File: config.mk
export PLATFORM = sky130hd
export DESIGN_NAME = decode_stage
export DESIGN_NICKNAME = d
export VERILOG_FILES = /design/src/rtl/rv32i_pkg.sv /design/src/rtl/regfile_32x32.sv /design/src/rtl/decode_stage.sv
export SDC_FILE = /design/constraint.sdc
export NUM_CORES = 2
export LEC_CHECK = 0
export BUFFER_PORTS_ARGS = -buffer_cell sky130_fd_sc_hd__buf_2
export CORE_MARGIN = 8
export CORE_UTILIZATION = 63
export CTS_CLUSTER_DIAMETER = 120
export DETAILED_ROUTE_END_ITERATION = 8
export PLACE_DENSITY = 0.84
export SLEW_MARGIN = 10
export SYNTH_ARGS = -nofsm -noshare
export SYNTH_HDL_FRONTEND = slang
export SYNTH_HIERARCHICAL = 1
export SYNTH_SLANG_ARGS = --single-unit
File: constraint.sdc
create_clock -name clk -period 50.6 [get_ports clk]
set_input_delay 10.12 -clock clk [delete_from_list [all_inputs] [get_ports clk]]
set_output_delay 10.12 -clock clk [all_outputs]
set_load 0.01 [all_outputs]
File: src/rtl/rv32i_pkg.sv
// Shared RV32I definitions: base opcodes, the pipeline bubble word,
// immediate format classification and opcode legality helpers.
package rv32i_pkg;

    // Base RV32I major opcodes (instr[6:0])
    localparam logic [6:0] OPC_LUI    = 7'b0110111;
    localparam logic [6:0] OPC_AUIPC  = 7'b0010111;
    localparam logic [6:0] OPC_JAL    = 7'b1101111;
    localparam logic [6:0] OPC_JALR   = 7'b1100111;
    localparam logic [6:0] OPC_BRANCH = 7'b1100011;
    localparam logic [6:0] OPC_LOAD   = 7'b0000011;
    localparam logic [6:0] OPC_STORE  = 7'b0100011;
    localparam logic [6:0] OPC_OP_IMM = 7'b0010011;
    localparam logic [6:0] OPC_OP     = 7'b0110011;
    localparam logic [6:0] OPC_FENCE  = 7'b0001111;
    localparam logic [6:0] OPC_SYSTEM = 7'b1110011;

    // Bubble inserted on reset and flush: addi x0, x0, 0
    localparam logic [31:0] NOP_INSTR = 32'h0000_0013;

    // Immediate encoding formats
    typedef enum logic [2:0] {
        IMM_I,
        IMM_S,
        IMM_B,
        IMM_U,
        IMM_J,
        IMM_NONE
    } imm_type_e;

    // Map a major opcode onto the immediate format it carries
    function automatic imm_type_e imm_type_of(input logic [6:0] opc);
        imm_type_e t;
        case (opc)
            OPC_LOAD, OPC_OP_IMM, OPC_JALR, OPC_SYSTEM: t = IMM_I;
            OPC_STORE:                                  t = IMM_S;
            OPC_BRANCH:                                 t = IMM_B;
            OPC_LUI, OPC_AUIPC:                         t = IMM_U;
            OPC_JAL:                                    t = IMM_J;
            default:                                    t = IMM_NONE;
        endcase
        return t;
    endfunction

    // True when the opcode is one of the eleven base RV32I major opcodes
    function automatic logic opcode_known(input logic [6:0] opc);
        logic k;
        case (opc)
            OPC_LUI, OPC_AUIPC, OPC_JAL, OPC_JALR, OPC_BRANCH, OPC_LOAD,
            OPC_STORE, OPC_OP_IMM, OPC_OP, OPC_FENCE, OPC_SYSTEM: k = 1'b1;
            default:                                              k = 1'b0;
        endcase
        return k;
    endfunction

endpackage

File: src/rtl/regfile_32x32.sv
// 32 x 32-bit integer register file: one write port, two combinational
// read ports with write-to-read bypass, x0 hardwired to zero.
module regfile_32x32 (
    input  logic        clk,
    input  logic        rst,
    input  logic        we,
    input  logic [4:0]  waddr,
    input  logic [31:0] wdata,
    input  logic [4:0]  raddr1,
    input  logic [4:0]  raddr2,
    output logic [31:0] rdata1,
    output logic [31:0] rdata2
);

    logic [31:0] mem [32];
    logic        wr_en;

    // A write to x0 is dropped; reset also kills any write in flight so the
    // bypass path cannot leak wb_data onto the read ports during reset.
    assign wr_en = we && (waddr != 5'd0) && !rst;

    // Storage: cleared on reset, one write per rising edge
    always_ff @(posedge clk or posedge rst) begin
        if (rst) begin
            for (int i = 0; i < 32; i++) begin
                mem[i] <= '0;
            end
        end else if (wr_en) begin
            mem[waddr] <= wdata;
        end
    end

    // Read port 1: x0 forced to zero, same-cycle write forwarded
    always_comb begin
        rdata1 = mem[raddr1];
        if (raddr1 == 5'd0) begin
            rdata1 = '0;
        end else if (wr_en && (waddr == raddr1)) begin
            rdata1 = wdata;
        end
    end

    // Read port 2: x0 forced to zero, same-cycle write forwarded
    always_comb begin
        rdata2 = mem[raddr2];
        if (raddr2 == 5'd0) begin
            rdata2 = '0;
        end else if (wr_en && (waddr == raddr2)) begin
            rdata2 = wdata;
        end
    end

endmodule

File: src/rtl/decode_stage.sv
// RV32I decode stage: IF/ID pipeline register with stall/flush, field
// split, immediate generation, legality check and register file reads.
module decode_stage #(
    parameter logic [31:0] NOP_INSTR = rv32i_pkg::NOP_INSTR
) (
    input  logic        clk,
    input  logic        rst,
    input  logic [31:0] pc_in,
    input  logic [31:0] instr_in,
    input  logic        stall,
    input  logic        flush,
    input  logic        wb_we,
    input  logic [4:0]  wb_rd,
    input  logic [31:0] wb_data,
    output logic [31:0] pc_out,
    output logic [6:0]  opcode,
    output logic [2:0]  funct3,
    output logic [6:0]  funct7,
    output logic [4:0]  rd,
    output logic [4:0]  rs1,
    output logic [4:0]  rs2,
    output logic [31:0] imm,
    output logic [31:0] rs1_data,
    output logic [31:0] rs2_data,
    output logic        valid,
    output logic        illegal
);

    import rv32i_pkg::*;

    logic [31:0] instr_q;
    logic [31:0] pc_q;
    logic        valid_q;
    imm_type_e   imm_sel;

    // IF/ID register: flush beats stall, stall holds, otherwise load fetch
    always_ff @(posedge clk or posedge rst) begin
        if (rst) begin
            instr_q <= NOP_INSTR;
            pc_q    <= '0;
            valid_q <= 1'b0;
        end else if (flush) begin
            instr_q <= NOP_INSTR;
            pc_q    <= '0;
            valid_q <= 1'b0;
        end else if (!stall) begin
            instr_q <= instr_in;
            pc_q    <= pc_in;
            valid_q <= 1'b1;
        end
    end

    // Raw instruction fields straight from the held word
    assign opcode = instr_q[6:0];
    assign rd     = instr_q[11:7];
    assign funct3 = instr_q[14:12];
    assign rs1    = instr_q[19:15];
    assign rs2    = instr_q[24:20];
    assign funct7 = instr_q[31:25];
    assign pc_out = pc_q;
    assign valid  = valid_q;

    // Only a real (non-bubble) instruction can be flagged; funct fields are
    // deliberately not checked, only the length bits and major opcode.
    assign illegal = valid_q && ((instr_q[1:0] != 2'b11) || !opcode_known(instr_q[6:0]));

    assign imm_sel = imm_type_of(instr_q[6:0]);

    // Immediate assembly per format, always sign-extended from instr[31]
    always_comb begin
        imm = '0;
        case (imm_sel)
            IMM_I: imm = {{20{instr_q[31]}}, instr_q[31:20]};
            IMM_S: imm = {{20{instr_q[31]}}, instr_q[31:25], instr_q[11:7]};
            IMM_B: imm = {{19{instr_q[31]}}, instr_q[31], instr_q[7],
                          instr_q[30:25], instr_q[11:8], 1'b0};
            IMM_U: imm = {instr_q[31:12], 12'b0};
            IMM_J: imm = {{11{instr_q[31]}}, instr_q[31], instr_q[19:12],
                          instr_q[20], instr_q[30:21], 1'b0};
            default: imm = '0;
        endcase
    end

    // Operand fetch; write-back runs regardless of stall and flush
    regfile_32x32 u_regfile (
        .clk    (clk),
        .rst    (rst),
        .we     (wb_we),
        .waddr  (wb_rd),
        .wdata  (wb_data),
        .raddr1 (instr_q[19:15]),
        .raddr2 (instr_q[24:20]),
        .rdata1 (rs1_data),
        .rdata2 (rs2_data)
    );

endmodule

# Word-level counts from Yosys, hierarchy flattened
# Index checks and enable logic that the tools add are counted.
# word_totals
word_cells	99
ff_bits	1089
out_inout_bits	162
# op_classes
n_eq_ne	19
magnitude_cmp	4
n_reduce_logical	16
n_mux	22
bitwise	3
# ops
cell	count
bitwise mux 1024 bit	1
two-way mux 32 bit	13
binary-select mux 32 bit (select 5 bit)	2
demux 32 bit (select 5 bit)	1
one-hot mux 32 bit (5 select lines)	1
equality test 7 bit, second input constant	4
equality test 7 x 6 -> 1 bit, second input constant	3
greater-or-equal comparator 6 bit, second input constant	3
inverter 5 -> 6 bit	3
one-hot mux 3 bit (5 select lines)	1
equality test 7 x 5 -> 1 bit, second input constant	2
OR reduction 11 bit	1
equality test 5 bit	2
zero test 5 bit	2
equality test 7 x 2 -> 1 bit, second input constant	1
equality test 7 x 4 -> 1 bit, second input constant	1
equality test 3 x 2 -> 1 bit, second input constant	2
logical AND 1 bit	6
< comparator 6 x 1 -> 1 bit, second input constant	1
nonzero test 5 bit	1
OR reduction 4 bit	1
equality test 3 x 1 -> 1 bit, second input constant	1
equality test 3 bit, second input constant	1
zero test 3 bit	1
6 further kinds	9

# Logic depth before layout (Yosys ltp)
# logic_depth
depth_word	6
mapped_depth	9
ltp_nobuf	5

# Modules after synthesis
# The synthesis kept the hierarchy.
# by_module_without_submodules
module	instances	cells_each	area_each_um2	seq_area_each_um2
regfile_32x32	1	4002	55624.6	25624.6
decode_stage	1	303	3195.6	1630.3

# Least setup slack after synthesis
# OpenSTA, ideal clock, no wires.
# synth_timing
kind	input port to output port
from	input wb_rd[2]
to	output rs2_data[13]
required_ns	40.480
stages	7
setup_slack_ns	28.971
path_buffers	3
t_arrival_ns	11.509
cell_sequence	buf_2 -> nor3_1 -> nand2_1 -> nand2_1 -> buf_4 -> clkbuf_1 -> o311a_1
# synth_between
elab_chain_cells	6
word_cells_on_any_way	7
# synth_lines
element	line	source
start: declaration	decode_stage.sv:13	input logic [4:0] wb_rd,
nonzero test 5 bit	regfile_32x32.sv:20	assign wr_en = we && (waddr != 5'd0) && !rst;
logical AND 1 bit (2 in series)	regfile_32x32.sv:20	
logical AND 1 bit (*)	regfile_32x32.sv:48	end else if (wr_en && (waddr == raddr2)) begin
two-way mux 32 bit (*)	regfile_32x32.sv:48	
two-way mux 32 bit (*)	regfile_32x32.sv:46	if (raddr2 == 5'd0) begin
end: declaration	decode_stage.sv:24	output logic [31:0] rs2_data,
# Every way passes the cells marked *; elsewhere a longest branch is shown, timed or not.

# Worst setup path after layout
# layout_timing
from	input rst
to	output rs1_data[19]
# layout_between
elab_chain_cells	5
# layout_lines
element	line	source
start: declaration	decode_stage.sv:7	input logic rst,
zero test 1 bit	regfile_32x32.sv:20	
logical AND 1 bit	regfile_32x32.sv:20	
logical AND 1 bit	regfile_32x32.sv:38	end else if (wr_en && (waddr == raddr1)) begin
two-way mux 32 bit	regfile_32x32.sv:38	
two-way mux 32 bit	regfile_32x32.sv:36	if (raddr1 == 5'd0) begin
end: declaration	decode_stage.sv:23	output logic [31:0] rs1_data,
# Every way passes these cells.

==> insert_results.sql <==
INSERT INTO impl_metrics (metric_group, metric, value, unit) VALUES
('timing', 'unrepaired_setup_endpoints_after_global_routing', 'false', ''),
('detailed_routing', 'routed-via-count', '42061', ''),
('power_and_ir_drop', 'comb_power_share', '17.5', '%'),
('clocking', 'ctsHtreeMaxLevel', '3', ''),
('placed_design', 'globalplace.congestion', '0.889', ''),
('detailed_routing', 'wl_per_cell', '33.6', 'µm'),
('timing', 'maxClockFrequency', '41.9', 'MHz'),
('detailed_routing', 'post_dr_vias_cell', '7.48', ''),
('critical_path', 'slowest_stage', 'sky130_fd_sc_hd__or2_2', ''),
('logic_synthesis', 'synthesized_area_per_cell', '13.7', 'µm²'),
('layout', 'layoutNonFillerInstCount', '5622', ''),
('layout', 'finalNetCount', '4374', ''),
('power_and_ir_drop', 'internal-power', '1.67', 'mW'),
('clocking', 'clock_latency', '0.70', 'ns'),
('power_and_ir_drop', 'ir_worst_vdd', '0.0300', 'mV'),
('logic_synthesis', 'seq_area_frac_synth', '46.3', '%'),
('logic_synthesis', 'ys_seq_elements', '1089', ''),
('logic_synthesis', 'synth-edff-count', '0', ''),
('grt', 'antenna_found_initial', '21', ''),
('hold_path', 'holdCritPathClass', 'register to register', ''),
('timing', 'report.final.setup_viol', '0', ''),
('outcome', 'outcome', 'completed', ''),
('critical_path', 'worst-endpoint-arrival', '13.76', 'ns'),
('timing', 'timing.max_slew.rel_slack', '16.3', '%'),
('layout', 'postLayoutCoreUtil', '68.9', '%'),
('timing', 'worst-slew-pin-transition', '1.26', 'ns'),
('floorplanning', 'pin_count', '268', ''),
('grt', 'vias_in_the_first_global_route', '42894', ''),
('clocking', 'cts_max_path_buffers', '3', ''),
('logic_synthesis', 'post_synth_most_frequent_cells', 'sky130_fd_sc_hd__dfrtp_1 (1,086), sky130_fd_sc_hd__mux2_2 (952), sky130_fd_sc_hd__mux2i_1 (517)', ''),
('logic_synthesis', 'portion_of_synthesized_cell_area_occupied_by_the_leading_cell_type', '46.2', '%'),
('grt', 'congestion_overflow_gr', '0', ''),
('detailed_routing', 'drt_pre_antenna_iters', '8', ''),
('logic_synthesis', 'postSynthCellCount', '4305', ''),
('critical_path', 'timing.critical_path.fanout_max', '97', ''),
('logic_synthesis', 'syn-cell-area', '58800', 'µm²'),
('floorplanning', 'die_h', '322', 'µm'),
('logic_synthesis', 'synth_area_leader_cell', 'sky130_fd_sc_hd__dfrtp_1', ''),
('logic_synthesis', 'synth_simple_gate_area_share', '1.78', '%'),
('logic_synthesis', 'synth.area.top_cells', 'sky130_fd_sc_hd__dfrtp_1 (46%), sky130_fd_sc_hd__mux2_2 (18%), sky130_fd_sc_hd__mux4_2 (11%), sky130_fd_sc_hd__mux2i_1 (8.8%), sky130_fd_sc_hd__a22oi_1 (2.9%)', ''),
('placed_design', 'place.detailed.instances', '5412', ''),
('clocking', 'tritoncts.num_buffers', '108', ''),
('critical_path', 'slowest_stage_delay_on_critical_path', '0.96', 'ns'),
('logic_synthesis', 'synth_xor_xnor_area_share', '0.164', '%'),
('critical_path', 'critical_path_class', 'input pin to output port', ''),
('power_and_ir_drop', 'cellLeakagePower', '28.3', 'nW'),
('clocking', 'worst_setup_hold_path_clk_slew', '0.06', 'ns'),
('power_and_ir_drop', 'power_switching_share', '27.8', '%'),
('critical_path', 'cpLargestDelayFamily', 'simple AND/OR/NAND/NOR gates', ''),
('logic_synthesis', 'synth.net_count', '4411', ''),
('power_and_ir_drop', 'share_seq_of_total_power', '46.3', '%'),
('logic_synthesis', 'synth_fa_ha_area_share', '0', '%'),
('grt', 'grt.total_usage', '35.9', '%'),
('timing', 'timing.final.crit_period', '23.88', 'ns'),
('logic_synthesis', 'synth_compound_area_share', '8.80', '%'),
('floorplanning', 'floorplan.die.width', '322', 'µm'),
('logic_synthesis', 'post_synthesis_mux_area_share', '38.7', '%'),
('power_and_ir_drop', 'power.total', '2.31', 'mW'),
('floorplanning', 'start_util', '63.3', '%'),
('placed_design', 'port_buffers', '267', ''),
('power_and_ir_drop', 'switching_power', '642', 'µW'),
('clocking', 'gates_resized_cts_repair', '0', ''),
('critical_path', 'timing.critical_path.to_type', 'output port', ''),
('logic_synthesis', 'synth.most_common_cell', 'sky130_fd_sc_hd__dfrtp_1', ''),
('power_and_ir_drop', 'power_per_cell_area', '36.0', 'nW/µm²'),
('clocking', 'cts.sinks', '1089', ''),
('layout', 'area.growth.synth_to_final', '8.89', '%'),
('timing', 'fin_setup_tns', '0', 'ns'),
('power_and_ir_drop', 'power_frac_clock', '36.1', '%'),
('timing', 'layout_skew', '0', 'ns'),
('detailed_routing', 'detail-route-antenna-nets', '0', '');
## power groups by stage
stage | logic, mW | clock network, mW | registers (mW)
final | 0.405 | 0.834 | 1.07
after detailed placement | 0.393 | 0 | 1.08
after global placement | 0.381 | 0 | 1.07
after CTS | 0.397 | 0.838 | 1.07
after global routing | 0.426 | 0.873 | 1.08
after floorplan | 0.300 | 0 | 1.05
## metrics by stage
step,setup slack (ns),area [µm²],hold slack (ns)
after floorplan,11.66,58800,0.445
after global placement,27.20,60300,0.382
after detailed placement,27.10,60300,0.386
after CTS,27.09,64000,0.401
after global routing,26.75,64000,0.413
final,26.72,64000,0.400
## sequential cells by signal, summed over array words and instances, names as in the netlist
signal	cells
pc_out	32
u_regfile/mem	1024
valid	1
instr_q	32
## per-layer routing
metal	GRT usage (%)	wire, µm	share of wire (%)
met1	46.4	67900	36
met2	51.8	80700	43
met3	13.6	26900	14
met4	20.9	13200	7.0
met5	0	101	0.054
## placed cells by master, fill, tap and decap left out, types with 31 or more instances in the layout
master,n
sky130_fd_sc_hd__mux2i_1,517
sky130_fd_sc_hd__mux4_2,285
sky130_fd_sc_hd__o211ai_1,31
sky130_fd_sc_hd__mux2_2,952
sky130_fd_sc_hd__o31ai_1,32
sky130_fd_sc_hd__clkbuf_8,38
sky130_fd_sc_hd__nor2_1,66
sky130_fd_sc_hd__buf_2,266
sky130_fd_sc_hd__clkbuf_16,110
sky130_fd_sc_hd__o221ai_1,32
sky130_fd_sc_hd__o21ai_0,41
sky130_fd_sc_hd__o311a_1,32
sky130_fd_sc_hd__buf_4,80
sky130_fd_sc_hd__a22o_1,128
sky130_fd_sc_hd__a21o_1,43
sky130_fd_sc_hd__dfrtp_1,1079
sky130_fd_sc_hd__a31oi_1,62
sky130_fd_sc_hd__mux2_1,40
sky130_fd_sc_hd__nor3_1,36
sky130_fd_sc_hd__a21oi_1,41
sky130_fd_sc_hd__a22oi_1,228
## worst register-to-register path, stage by stage (launching register included)
cell	delay [ns]
sky130_fd_sc_hd__dfrtp_4	0.89
sky130_fd_sc_hd__buf_4	0.87
sky130_fd_sc_hd__mux2i_1	0.23
sky130_fd_sc_hd__nor2_1	0.13
## final timing paths
kind	to	from	depth (start not counted)	slack, ns
max	rs1_data[19]	rst	6	26.72
min	u_regfile/mem[999]$_DFFE_PP0P_	u_regfile/mem[999]$_DFFE_PP0P_	0	0.40
max reg2reg	instr_q[23]$_DFFE_PP0P_	instr_q[23]$_DFFE_PP0P_	3	48.41
min reg2reg	u_regfile/mem[999]$_DFFE_PP0P_	u_regfile/mem[999]$_DFFE_PP0P_	0	0.40
max in group asynchronous	u_regfile/mem[935]$_DFFE_PP0P_	rst	6	36.97
min in group asynchronous	u_regfile/mem[21]$_DFFE_PP0P_	rst	2	9.66
## area by class of cell
class,instances,area (µm²)
flip-flops and latches,1089,27300
clock buffers,168,3350
well taps,1254,1570
diodes,11,27.5
clock inverters,31,344
inverters,15,63.8
fillers,6191,28900
multi-input cells,2704,29400
repair buffers,350,2010
## logic make-up after synthesis
kind of cell           after synthesis
AO/OA/AOI/OAI                      687
buffers and inverters              512
XOR/XNOR                            11
flip-flops                        1089
multiplexers                      1794
AND/OR/NAND/NOR                    212
No activity file was read; power rests on OpenSTA's default activity.
